--- src/rtl/eth_multi_tag_parser_if.sv ---
// AXI-Stream bus bundle shared by the parser's ingress and egress sides.
interface eth_multi_tag_parser_if #(
  parameter int DATA_WIDTH = 64
);
  logic [DATA_WIDTH-1:0] tdata;
  logic                  tvalid;
  logic                  tready;
  logic                  tlast;

  modport master (output tdata, output tvalid, output tlast, input tready);
  modport slave  (input tdata, input tvalid, input tlast, output tready);
endinterface

--- src/rtl/eth_multi_tag_parser.sv ---
// Stacked-VLAN Ethernet header parser: one-slice passthrough (1-cycle latency, ready = !out_valid || out_ready),
// one registered metadata pulse per frame. Frame counters exist only when ETH_PARSER_STATS_EN is defined.
module eth_multi_tag_parser #(
  parameter int DATA_WIDTH = 64,
  parameter int MAX_TAGS   = 2
) (
  input  logic                          clk,
  input  logic                          rst,
  eth_multi_tag_parser_if.slave         s_axis,
  eth_multi_tag_parser_if.master        m_axis,
  output logic                          m_meta_valid,
  output logic [15:0]                   m_meta_ethertype,
  output logic [2:0]                    m_meta_tag_count,
  output logic [11:0]                   m_meta_outer_vid,
  output logic [11:0]                   m_meta_inner_vid,
  output logic                          m_meta_is_ipv4,
  output logic                          m_meta_is_ipv6,
  output logic                          m_meta_is_arp,
  output logic                          m_meta_runt_err,
  output logic                          m_meta_tag_overflow,
  input  logic                          stat_clear,
  output logic [31:0]                   stat_frames,
  output logic [31:0]                   stat_vlan_frames,
  output logic [31:0]                   stat_err_frames
);
  localparam int BYTES = DATA_WIDTH / 8;

  typedef enum logic [1:0] {HDR, BODY, ERR_WAIT} state_t;

  state_t                state;
  logic                  out_vld;
  logic                  out_lst;
  logic [DATA_WIDTH-1:0] out_dat;
  logic                  acc;

  logic [8:0]  cnt_q;
  logic [2:0]  tags_q;
  logic [11:0] ovid_q;
  logic [11:0] ivid_q;

  logic [8:0]  pos;
  logic [8:0]  base;
  logic [7:0]  b;
  logic [7:0]  hi;
  logic [15:0] w;
  logic [2:0]  p_tags;
  logic [11:0] p_ovid;
  logic [11:0] p_ivid;
  logic        p_done;
  logic        p_ovf;
  logic [15:0] p_et;

  assign s_axis.tready = !out_vld || m_axis.tready;
  assign m_axis.tvalid = out_vld;
  assign m_axis.tlast  = out_lst;
  assign m_axis.tdata  = out_dat;
  assign acc           = s_axis.tvalid && s_axis.tready;

  always_ff @(posedge clk or posedge rst) begin
    if (rst) begin
      out_vld <= 1'b0;
      out_lst <= 1'b0;
      out_dat <= '0;
    end else if (s_axis.tready) begin
      out_vld <= s_axis.tvalid;
      if (s_axis.tvalid) begin
        out_dat <= s_axis.tdata;
        out_lst <= s_axis.tlast;
      end
    end
  end

  // Walk the lanes of the current beat; header words sit at 12+4*tags (type) and 14+4*tags (TCI).
  always_comb begin
    p_tags = tags_q;
    p_ovid = ovid_q;
    p_ivid = ivid_q;
    p_done = 1'b0;
    p_ovf  = 1'b0;
    p_et   = 16'h0000;
    hi     = 8'h00;
    w      = 16'h0000;
    pos    = 9'd0;
    base   = 9'd0;
    b      = 8'h00;
    for (int k = 0; k < BYTES; k++) begin
      pos  = cnt_q + 9'(k);
      base = 9'd12 + {4'd0, p_tags, 2'b00};
      b    = s_axis.tdata[8*k +: 8];
      if (!p_done && pos >= base) begin
        case (pos - base)
          9'd0, 9'd2: hi = b;
          9'd1: begin
            w = {hi, b};
            if (w == 16'h8100 || w == 16'h88A8) begin
              if (p_tags == 3'(MAX_TAGS)) begin
                p_done = 1'b1;
                p_ovf  = 1'b1;
                p_et   = w;
              end
            end else begin
              p_done = 1'b1;
              p_et   = w;
            end
          end
          9'd3: begin
            if (p_tags == 3'd0)      p_ovid = {hi[3:0], b};
            else if (p_tags == 3'd1) p_ivid = {hi[3:0], b};
            p_tags = p_tags + 3'd1;
          end
          default: ;
        endcase
      end
    end
  end

  always_ff @(posedge clk or posedge rst) begin
    if (rst) begin
      state               <= HDR;
      cnt_q               <= 9'd0;
      tags_q              <= 3'd0;
      ovid_q              <= 12'd0;
      ivid_q              <= 12'd0;
      m_meta_valid        <= 1'b0;
      m_meta_ethertype    <= 16'h0000;
      m_meta_tag_count    <= 3'd0;
      m_meta_outer_vid    <= 12'd0;
      m_meta_inner_vid    <= 12'd0;
      m_meta_is_ipv4      <= 1'b0;
      m_meta_is_ipv6      <= 1'b0;
      m_meta_is_arp       <= 1'b0;
      m_meta_runt_err     <= 1'b0;
      m_meta_tag_overflow <= 1'b0;
    end else begin
      m_meta_valid <= 1'b0;
      case (state)
        HDR: begin
          if (acc) begin
            if (p_done || s_axis.tlast) begin
              // A tlast before resolution reports a runt with whatever tags were complete.
              m_meta_valid        <= 1'b1;
              m_meta_ethertype    <= p_et;
              m_meta_tag_count    <= p_tags;
              m_meta_outer_vid    <= p_ovid;
              m_meta_inner_vid    <= p_ivid;
              m_meta_runt_err     <= !p_done;
              m_meta_tag_overflow <= p_ovf;
              m_meta_is_ipv4      <= p_done && !p_ovf && (p_et == 16'h0800);
              m_meta_is_ipv6      <= p_done && !p_ovf && (p_et == 16'h86DD);
              m_meta_is_arp       <= p_done && !p_ovf && (p_et == 16'h0806);
              cnt_q               <= 9'd0;
              tags_q              <= 3'd0;
              ovid_q              <= 12'd0;
              ivid_q              <= 12'd0;
              if (s_axis.tlast) state <= HDR;
              else if (p_ovf)   state <= ERR_WAIT;
              else              state <= BODY;
            end else begin
              cnt_q  <= cnt_q + 9'(BYTES);
              tags_q <= p_tags;
              ovid_q <= p_ovid;
              ivid_q <= p_ivid;
            end
          end
        end
        BODY, ERR_WAIT: begin
          if (acc && s_axis.tlast) state <= HDR;
        end
        default: state <= HDR;
      endcase
    end
  end

`ifdef ETH_PARSER_STATS_EN
  logic fire;
  logic fire_err;

  assign fire     = acc && (state == HDR) && (p_done || s_axis.tlast);
  assign fire_err = !p_done || p_ovf;

  always_ff @(posedge clk or posedge rst) begin
    if (rst) begin
      stat_frames      <= 32'd0;
      stat_vlan_frames <= 32'd0;
      stat_err_frames  <= 32'd0;
    end else if (stat_clear) begin
      stat_frames      <= 32'd0;
      stat_vlan_frames <= 32'd0;
      stat_err_frames  <= 32'd0;
    end else if (fire) begin
      stat_frames <= stat_frames + 32'd1;
      if (fire_err)                  stat_err_frames  <= stat_err_frames + 32'd1;
      else if (p_tags != 3'd0)       stat_vlan_frames <= stat_vlan_frames + 32'd1;
    end
  end
`else
  logic unused_stat_clear;

  assign unused_stat_clear = stat_clear;
  assign stat_frames       = 32'd0;
  assign stat_vlan_frames  = 32'd0;
  assign stat_err_frames   = 32'd0;
`endif
endmodule

--- src/flat_wrapper.sv ---
// flat-port wrapper written by rule: the top's interface ports become plain ports
module eth_multi_tag_parser_flat 
#(
  parameter int DATA_WIDTH = 64,
  parameter int MAX_TAGS   = 2
)
  (clk, rst, m_meta_valid, m_meta_ethertype, m_meta_tag_count, m_meta_outer_vid, m_meta_inner_vid, m_meta_is_ipv4, m_meta_is_ipv6, m_meta_is_arp, m_meta_runt_err, m_meta_tag_overflow, stat_clear, stat_frames, stat_vlan_frames, stat_err_frames, s_axis_tdata, s_axis_tvalid, s_axis_tlast, s_axis_tready, m_axis_tdata, m_axis_tvalid, m_axis_tlast, m_axis_tready);
  eth_multi_tag_parser_if #(.DATA_WIDTH(DATA_WIDTH)) s_axis_i ();
  eth_multi_tag_parser_if #(.DATA_WIDTH(DATA_WIDTH)) m_axis_i ();
  input  logic clk;
  input  logic rst;
  output logic m_meta_valid;
  output logic [15:0] m_meta_ethertype;
  output logic [2:0] m_meta_tag_count;
  output logic [11:0] m_meta_outer_vid;
  output logic [11:0] m_meta_inner_vid;
  output logic m_meta_is_ipv4;
  output logic m_meta_is_ipv6;
  output logic m_meta_is_arp;
  output logic m_meta_runt_err;
  output logic m_meta_tag_overflow;
  input  logic stat_clear;
  output logic [31:0] stat_frames;
  output logic [31:0] stat_vlan_frames;
  output logic [31:0] stat_err_frames;
  input wire logic [$bits(s_axis_i.tdata)-1:0] s_axis_tdata;
  input wire logic [$bits(s_axis_i.tvalid)-1:0] s_axis_tvalid;
  input wire logic [$bits(s_axis_i.tlast)-1:0] s_axis_tlast;
  output wire logic [$bits(s_axis_i.tready)-1:0] s_axis_tready;
  output wire logic [$bits(m_axis_i.tdata)-1:0] m_axis_tdata;
  output wire logic [$bits(m_axis_i.tvalid)-1:0] m_axis_tvalid;
  output wire logic [$bits(m_axis_i.tlast)-1:0] m_axis_tlast;
  input wire logic [$bits(m_axis_i.tready)-1:0] m_axis_tready;
  assign s_axis_i.tdata = s_axis_tdata;
  assign s_axis_i.tvalid = s_axis_tvalid;
  assign s_axis_i.tlast = s_axis_tlast;
  assign s_axis_tready = s_axis_i.tready;
  assign m_axis_tdata = m_axis_i.tdata;
  assign m_axis_tvalid = m_axis_i.tvalid;
  assign m_axis_tlast = m_axis_i.tlast;
  assign m_axis_i.tready = m_axis_tready;
  eth_multi_tag_parser #(.DATA_WIDTH(DATA_WIDTH), .MAX_TAGS(MAX_TAGS)) u_core (.clk(clk), .rst(rst), .s_axis(s_axis_i), .m_axis(m_axis_i), .m_meta_valid(m_meta_valid), .m_meta_ethertype(m_meta_ethertype), .m_meta_tag_count(m_meta_tag_count), .m_meta_outer_vid(m_meta_outer_vid), .m_meta_inner_vid(m_meta_inner_vid), .m_meta_is_ipv4(m_meta_is_ipv4), .m_meta_is_ipv6(m_meta_is_ipv6), .m_meta_is_arp(m_meta_is_arp), .m_meta_runt_err(m_meta_runt_err), .m_meta_tag_overflow(m_meta_tag_overflow), .stat_clear(stat_clear), .stat_frames(stat_frames), .stat_vlan_frames(stat_vlan_frames), .stat_err_frames(stat_err_frames));
endmodule
--- config.mk ---
export PLATFORM = sky130hd
export DESIGN_NAME = eth_multi_tag_parser_flat
export DESIGN_NICKNAME = d
export VERILOG_FILES = /design/src/rtl/eth_multi_tag_parser_if.sv /design/src/rtl/eth_multi_tag_parser.sv /design/src/flat_wrapper.sv
export SDC_FILE = /design/constraint.sdc
export NUM_CORES = 1
export LEC_CHECK = 0
export CAP_MARGIN = 20
export CORE_MARGIN = 4
export CORE_UTILIZATION = 52
export CTS_CLUSTER_SIZE = 25
export DETAILED_ROUTE_END_ITERATION = 7
export PLACE_DENSITY = 0.95
export SLEW_MARGIN = 30
export SYNTH_ARGS = -nofsm -noshare
export SYNTH_HDL_FRONTEND = slang
export SYNTH_SLANG_ARGS = --single-unit
--- constraint.sdc ---
create_clock -name clk -period 14.89 [get_ports clk]
set_input_delay 2.2335 -clock clk [delete_from_list [all_inputs] [get_ports clk]]
set_output_delay 2.2335 -clock clk [all_outputs]
set_load 0.01 [all_outputs]
-- Yosys cells after proc, flatten, opt, wreduce, memory -nomap -nowiden
Index checks and enable logic that the tools add are counted.
- flip-flop bits (word level): 153
- latch bits: 0
- RAM bits: 0
- ROM bits: 0
- output and inout port bits: 212
- logic and storage cells: 365
- memories kept: 0
- $add $sub $neg: 32
- multipliers: 0
- divide/modulo/power cells: 0
- order comparisons: 8
- equal/unequal tests: 60
- shift operators: 0
- muxes and demuxes: 187
- bitwise operators: 0
- reductions and logical operators: 60
- operator list (kind ; number):
    $mux 12 ; 58
    $mux 16 ; 28
    $eq 16x16->1 const B ; 15
    $eq 9x2->1 const B ; 15
    $mux 8 ; 16
    $eq 9x1->1 const B ; 8
    $ge 9x9->1 ; 8
    $sub 9x9->9 ; 8
    $logic_not 9->1 ; 7
    $mux 1 ; 61
    $mux 3 ; 17
    $add 4x5->6 const A ; 8
    $add 9x3->9 const B ; 4
    $eq 16x12->1 const B ; 2
    $add 3x1->3 const B ; 8
    $eq 3x1->1 const B ; 8
    $logic_not 3->1 ; 8
    $eq 3x2->1 const B ; 7
    $add 9x2->9 const B ; 2
    $reduce_or 2->1 ; 8
    $logic_and 1x1->1 ; 13
    $logic_not 1->1 ; 10
    $mux 2 ; 5
    $add 9x1->9 const B ; 1
    other kinds (10) ; 22

-- Logic depth before layout (Yosys ltp)
Gate-level depths: netlist (run 1).
- depth in word-level cells: 46
- depth in mapped cells: 30
- depth with buffers taken out: 25

-- Worst setup path before layout (run 1)
No wires, ideal clock.
- path kind: in2reg
- start point: input s_axis_tdata[4]
- end point: register u_core.m_meta_is_arp
- setup time: 95 ps
- data arrival time: 7320 ps
- slack: 7474 ps
- stages on the path: 23
- path through: nor3_1 > nand4_1 > nor4_2 > nor2_1 > buf_2 > nor3_1 > nand2_1 > o21ai_1 > inv_1 > ha_1 > xnor2_1 > ha_1 > o21a_1 > o21bai_1 > a211o_1 > buf_1 > a221oi_1 > buf_2 > nand2_1 > o32a_1 > or3_1 > or3b_2 > o31ai_1
- word-level cells in the longest chain between the ends: 39
- elaborated cells on any way between the ends: 191
- ends and longest elaborated chain (item ; line ; RTL):
    from (decl) ; flat_wrapper.sv:26 ; input wire logic [$bits(s_axis_i.tdata)-1:0] s_axis_tdata;
    parallel branches: the longest is 39 deep, another holds $sub 9x9->9 ; - ;
    to (signal assigned) ; eth_multi_tag_parser.sv:150 ; m_meta_is_arp <= p_done && !p_ovf && (p_et == 16'h0806);
    to (decl) ; eth_multi_tag_parser.sv:18 ; output logic m_meta_is_arp,
Parallel ways; which one is timed is not known.
A chain may end at the register's enable or synchronous reset.

-- Worst setup path after layout (run 1)
- start point: input s_axis_tdata[4]
- end point: register u_core.m_meta_inner_vid[10]
- word-level cells in the longest chain between the ends: 38
- elaborated cells on any way between the ends: 162
- ends and longest elaborated chain (item ; line ; RTL):
    $mux 8 * ; eth_multi_tag_parser.sv:91 ; case (pos - base)
    $mux 8 * ; eth_multi_tag_parser.sv:90 ; if (!p_done && pos >= base) begin
    parallel branches: the longest is 36 deep, another holds $sub 9x9->9 ; - ;
    to (signal assigned) ; eth_multi_tag_parser.sv:145 ; m_meta_inner_vid <= p_ivid;
    to (decl) ; eth_multi_tag_parser.sv:15 ; output logic [11:0] m_meta_inner_vid,
Every way passes the cells marked *.

==> metrics.txt, run 1 <==
outcome=complete, no violations; Synth Instances=1045; yosys warns=0; final hold slack=0.4752 ns; Switch Pwr=0.0006473 W; maximum fanout along the worst path=70; first-pass GRT wire length=43980 um; worst hold path type=flop to flop; vias=8344; fin crit share=63.61%; fraction of registers with async set/reset=100.0%; setup tns final=0 ns; Switching Share=39.16%; maxcap violations=0; Die Ht=141.0 um; filler-free cell count of the finished design=1440; unrepaired setup endpoints after global routing=false; Pre-antenna DRT Iters=5; Synth top area share=40.78%; syn_area_per_cell=8.807 sq um; Pint=0.001006 W; # diodes=0; mapped cell area=9204 sq um; final hold violations=0; WP depth=23; Post-Synth Adder-Cell Area=5.302%; Synth Area in Simple Gates=19.92%; placed cells=1408; CP max stage delay=0.93 ns; most frequent cell after synthesis=nand2_1; NumNets Final=1311; endpoint class of the critical path=flop; Clock Skew=0.01274 ns; PortBufs=184; post-CTS sizing=0; main flop type after synthesis=dfrtp_1; 1st-iter DRT viols=857; CP arrival=9.78 ns; Slew headroom=39.49%; Pleak=5.310 nW; root buffer cell=clkbuf_16; Post-DP HPWL=20460 um; largest net degree at the start of global routing=101; DP Area=10790 sq um; post-synthesis register bit count=150; num ports=282; Core ar.=17300 sq um; met2 usage=44.88%; Post-Route WL=28080 um; Worst setup SP type=input port; Remaining DRCs=0; register area share after synthesis=40.78%; top cell type by total area after synthesis=dfrtp_1; worst-path cell chain=clkdlybuf4s50_1 > nor3_1 > nand4_1 > nor4_2 > nor2_1 > nor3_1 > nand2_1 > o21ai_1 > inv_1 > ha_1 > xnor2_1 > ha_1 > o21a_1 > o211ai_1 > a211o_1 > a221oi_2 > buf_4 > o2111ai_1 > nand3_1 > o21ai_4 > buf_4 > clkinv_1 > mux2_2; gr usage total=27.87%; multiplexer share of the synthesized area=5.275%; Slew Viols, Final=0; Max Root-Sink Buffers=2; Compound-Gate Fraction of Synth Area=16.10%; die area=19890 sq um; # fillers=1370; DR WL/cell=19.50 um; initial antenna violation count=0; Clock transition at path regs=0.07 ns; via/cell ratio=5.794; latest clock arrival within the worst-skew pair=0.43 ns; hold buffers post-CTS=0; Num CTS Buffers=17; initial core utilization=53.21%; post-CTS setup repair buffer count=0; r2r worst-path depth=25; met1 GRT Util=36.01%; Comb pwr share=42.8%; vias in the first global route=8076; share of layout cells above drive strength 1=7.078%; GR peak layer=met2; crit path time final=9.471 ns; PD cells=145.8 nW/um^2; row count=48; main combinational cell family by area after synthesis=simple AND/OR/NAND/NOR gates; post-route cell area=11340 sq um; clock sink count=150; CTS tree=built; synth top area cells=dfrtp_1, nand2_1, buf_4, ha_1, o21ai_0; routing usage on met3=7.157%; Die X-Extent=141.0 um; hold depth=2; number of synthesized flops with an enable pin=0; CTS H-tree lvls=4; Yosys cell types=76; Post-Synth XOR/XNOR Area=1.142%; Least-Margin Pin Slew=0.9021 ns; sequential share of power=32.9%; Max Freq=0.1056 GHz; Critical Path Slowest Stage Cell=clkinv_1; clock share of power=24.3%; VDD IR max=0.00008780 V; Crit Path Class=input port to flop; gr ovfl total=0; Routed Antenna Nets=0; Routability Congestion=0.9810; final-report setup violation count=0; CP required=15.20 ns; WP buf/inv=5; critical path's top delay family=buffers and inverters; area delta synth->final=23.17%; Commonest cells post-synth=nand2_1, dfrtp_1, buf_4
[worst paths after layout]
kind / startpoint / end / slack [ns]
max in group asynchronous: rst / u_core.m_axis.tdata[48]$_DFFE_PP0P_ / 11.43
worst min register to register: u_core.m_axis.tdata[12]$_DFFE_PP0P_ / u_core.m_axis.tdata[12]$_DFFE_PP0P_ / 0.48
worst max register to register: u_core.tags_q[0]$_DFFE_PP0P_ / u_core.m_meta_inner_vid[10]$_DFFE_PP0P_ / 6.10
worst max-delay path: s_axis_tdata[4] / u_core.m_meta_inner_vid[10]$_DFFE_PP0P_ / 5.42
min in group asynchronous: rst / u_core.m_axis.tdata[22]$_DFFE_PP0P_ / 2.33
worst min-delay path: u_core.m_axis.tdata[12]$_DFFE_PP0P_ / u_core.m_axis.tdata[12]$_DFFE_PP0P_ / 0.48
[cell type report]
class	count	area (sq um)	share of cell area, %
inverters	21	86.33	0.7616
repair buffers	192	1902	16.78
multi-input cells	820	4771	42.09
flip-flops and latches	150	3754	33.11
clock inverters	11	91.34	0.8057
clock buffers	21	450.4	3.974
well taps	225	281.5	2.483
[power groups by stage]
| stage | combinational [W] | clock (W) | sequential, W |
|---|---|---|---|
| after global placement | 0.000671 | 0 | 0.000544 |
| after global routing | 0.000769 | 0.000425 | 0.000553 |
| after detailed placement | 0.000691 | 0 | 0.000548 |
| after CTS | 0.000698 | 0.000407 | 0.000543 |
| after floorplan | 0.000424 | 0 | 0.000565 |
| final | 0.000707 | 0.000402 | 0.000544 |
[per-stage QoR]
step	setup WS, ns	util, %	power, W
after floorplan	7.474	-	0.0009888
final	5.419	65.54	0.001653
after global placement	5.316	62.39	0.001215
after CTS	5.563	65.52	0.001647
after detailed placement	5.187	62.39	0.001239
after global routing	4.821	65.54	0.001747
[layer usage]
metal	up-vias	wire length (um)
met2	510	13300
li1	3721	-
met5	-	0
met3	75	2858
met4	0	895
met1	4038	11030
[flip-flops by register name, summed over array words and instances, names as in the netlist]
register                    flops
u_core.ovid_q                  12
u_core.m_meta_ethertype        16
u_core.m_meta_outer_vid        12
u_core.m_meta_runt_err          1
u_core.ivid_q                  12
u_core.m_meta_is_ipv6           1
u_core.m_meta_is_arp            1
u_core.m_meta_valid             1
u_core.m_meta_tag_count         3
u_core.cnt_q                    6
u_core.m_meta_inner_vid        12
u_core.m_axis.tvalid            1
u_core.state                    2
u_core.m_meta_is_ipv4           1
u_core.m_meta_tag_overflow      1
u_core.m_axis.tlast             1
u_core.tags_q                   3
u_core.m_axis.tdata            64
[cell usage in the layout (no fill, tap or decap), types with 22 or more instances in the layout]
| master | n |
|---|---|
| a21oi_1 | 30 |
| o21ai_1 | 22 |
| dfrtp_1 | 150 |
| ha_1 | 39 |
| clkdlybuf4s50_1 | 184 |
| nor2_1 | 56 |
| nand2_1 | 267 |
| mux2i_1 | 26 |
| conb_1 | 96 |
| o21ai_0 | 60 |
[logic make-up after synthesis]
| family | count (synthesis) |
|---|---|
| AO/OA/AOI/OAI | 212 |
| AND/OR/NAND/NOR | 415 |
| buffers and inverters | 170 |
| XOR/XNOR | 12 |
| flip-flops | 150 |
| multiplexers | 46 |
| other | 1 |
| adder cells (fa/ha/maj) | 39 |
[worst register-to-register path, delay by kind of cell, from the launching register on]
family / cells / cell delay (ns)
adder cells (fa/ha/maj): 4 / 1.29
multiplexers: 1 / 0.57
buffers and inverters: 5 / 2.16
flip-flops: 1 / 0.67
AND/OR/NAND/NOR: 4 / 1.21
XOR/XNOR: 2 / 0.51
AO/OA/AOI/OAI: 9 / 2.29
Note: power is estimated with default switching activity, not from simulation.
==> run 2: changes to the inputs <==
--- a/config.mk
+++ b/config.mk
@@ -7,10 +7,10 @@
 export LEC_CHECK = 0
 export CAP_MARGIN = 20
 export CORE_MARGIN = 4
-export CORE_UTILIZATION = 52
+export CORE_UTILIZATION = 43
 export CTS_CLUSTER_SIZE = 25
 export DETAILED_ROUTE_END_ITERATION = 7
-export PLACE_DENSITY = 0.95
+export PLACE_DENSITY = 0.85
 export SLEW_MARGIN = 30
 export SYNTH_ARGS = -nofsm -noshare
 export SYNTH_HDL_FRONTEND = slang
==> constraint.sdc (replaced) <==
create_clock -name clk -period 8.4 [get_ports clk]
set_input_delay 1.26 -clock clk [delete_from_list [all_inputs] [get_ports clk]]
set_output_delay 1.26 -clock clk [all_outputs]
set_load 0.01 [all_outputs]
==> metrics.txt, run 2 (synthesis results as in run 1) <==
first-pass GRT wire length=45150 um; Post-DP HPWL=21100 um; multi-input logic area=4773 sq um; initial antenna violation count=0; clock sink count=150; worst hold path type=flop to flop; Pre-antenna DRT Iters=5; Die Ht=154.3 um; CTS H-tree lvls=4; CP required=8.71 ns; die area=23810 sq um; share of layout cells above drive strength 1=8.088%; critical path's top delay family=compound AO/OA/AOI/OAI gates; PD cells=261.2 nW/um^2; post-CTS sizing=0; Max Freq=0.1382 GHz; fin crit share=86.12%; Post-Route WL=28780 um; gr ovfl total=0; largest net degree at the start of global routing=82; Largest register FFs=64; area delta synth->final=25.24%; maximum fanout along the worst path=19; Num CTS Buffers=17; row count=53; via/cell ratio=5.409; Remaining DRCs=0; Die X-Extent=154.3 um; initial core utilization=43.78%; vias in the first global route=8060; endpoint class of the critical path=flop; maxcap violations=0; Routability Congestion=0.9434; VDD IR max=0.0001727 V; Max Root-Sink Buffers=2; placed cells=1467; unrepaired setup endpoints after global routing=false; gr usage total=23.78%; num ports=282; Seq. cell area=3754 sq um; final hold violations=0; setup tns final=0 ns; Routed Antenna Nets=0; Clock transition at path regs=0.06 ns; CTS tree=built; commonest non-fill, non-tap cell in the layout=nand2_1; filler-free cell count of the finished design=1500; WP buf/inv=2; CP max stage delay=0.67 ns; # fillers=1851; DR WL/cell=19.19 um; Pleak=5.384 nW; Worst setup SP type=flop; crit-path most repeated cell=ha_1; Critical Path Slowest Stage Cell=dfrtp_1; most frequent cells in the layout=nand2_1, clkdlybuf4s50_1, dfrtp_1; worst-path cell chain=inv_1 > ha_1 > xor2_1 > ha_1 > or4b_1 > a21oi_1 > o2111ai_2 > nor2_2 > buf_4 > a21oi_1 > ha_1 > xnor2_1 > ha_1 > o21a_1 > o21bai_1 > a211o_1 > a221oi_2 > and3_1 > a211oi_4 > o2111ai_4 > mux2i_1 > mux2_2; 1st-iter DRT viols=601; hold buffers post-CTS=0; Slew Viols, Final=0; Slew headroom=37.29%; Crit Path Class=flop to flop; final-report setup violation count=0; vias=8113; Core ar.=21020 sq um; NumNets Final=1320; Least-Margin Pin Slew=0.9329 ns; latest clock arrival within the worst-skew pair=0.43 ns; outcome=complete, no violations; root buffer cell=clkbuf_16; crit path time final=7.234 ns; PortBufs=184; post-CTS setup repair buffer count=0; Clock Skew=0.008593 ns; CP arrival=7.55 ns
-- run 2: cell types whose count changed in the layout (fill, tap and decap cells not counted) --
cell,delta
buf_12,+1
clkbuf_1,-3
clkbuf_8,+2
bufinv_16,+1
nor2_1,-1
diode_2,+1
inv_8,-1
buf_4,+7
buf_6,+1
clkinv_4,-1
nor2_2,+1
clkinv_2,+1
inv_6,+1
-- run 2: routing by layer --
metal  up-vias  wire [um]  global-route usage (%)
met3        41       2427                   5.288
met5         -          0                       0
met1      3954      12070                   32.30
met4         0        539                   6.770
met2       372      13740                   38.42
li1       3746          -                       -
-- run 2: report_power, final --
group | switching, W | leakage [nW] | internal [W] | total [W]
clock | 0.000328 | 0.281 | 0.000436 | 0.000764
combinational | 0.000731 | 3.16 | 0.000551 | 0.00128
sequential | 0.000103 | 1.94 | 0.000862 | 0.000965
total | 0.00116 | 5.38 | 0.00185 | 0.00301
-- run 2: path summary, 6_finish.rpt --
check | end | slack (ns) | cells past startpoint | from
max in group asynchronous | u_core.ivid_q[11]$_DFFE_PP0P_ | 5.96 | 3 | rst
max | u_core.m_meta_inner_vid[10]$_DFFE_PP0P_ | 1.17 | 22 | u_core.tags_q[0]$_DFFE_PP0P_
min reg2reg | u_core.m_axis.tdata[52]$_DFFE_PP0P_ | 0.47 | 2 | u_core.m_axis.tdata[52]$_DFFE_PP0P_
min | u_core.m_axis.tdata[52]$_DFFE_PP0P_ | 0.47 | 2 | u_core.m_axis.tdata[52]$_DFFE_PP0P_
max reg2reg | u_core.m_meta_inner_vid[10]$_DFFE_PP0P_ | 1.17 | 22 | u_core.tags_q[0]$_DFFE_PP0P_
min in group asynchronous | u_core.m_axis.tdata[32]$_DFFE_PP0P_ | 1.34 | 2 | rst
-- run 2: worst reg2reg max path, cell delays in order, from the launching register on --
cell and delay [ns]:
dfrtp_1 0.67, inv_1 0.21, ha_1 0.30, xor2_1 0.19
ha_1 0.41, or4b_1 0.55, a21oi_1 0.23, o2111ai_2 0.31
nor2_2 0.21, buf_4 0.29, a21oi_1 0.19, ha_1 0.28
xnor2_1 0.32, ha_1 0.32, o21a_1 0.13, o21bai_1 0.16
a211o_1 0.31, a221oi_2 0.45, and3_1 0.39, a211oi_4 0.11
o2111ai_4 0.58, mux2i_1 0.21, mux2_2 0.30
-- run 2: layout make-up --
| cell class | count | share of cell area (%) |
|---|---|---|
| multi-input combinational | 820 | 41.41 |
| sequential | 150 | 32.56 |
| timing repair buffer | 201 | 17.23 |
| clock buffer | 20 | 4.049 |
| tap | 275 | 2.985 |
| clock inverter | 12 | 1.020 |
| inverter | 21 | 0.7272 |
| antenna | 1 | 0.02171 |
-- run 2: per-stage QoR --
stage          setup slack (ns)  hold slack, ns  instance area, sq um  util [%]  power (W)
2_1_floorplan             1.557          0.4460                  9560         -   0.001753
3_3_place_gp              1.134          0.4588                 10940     52.03   0.002200
3_5_place_dp              1.060          0.4608                 10940     52.03   0.002233
4_1_cts                   1.255          0.4770                 11520     54.81   0.003013
5_1_grt                  0.5646          0.5019                 11520     54.82   0.003182
6_report                  1.166          0.4723                 11530     54.84   0.003011
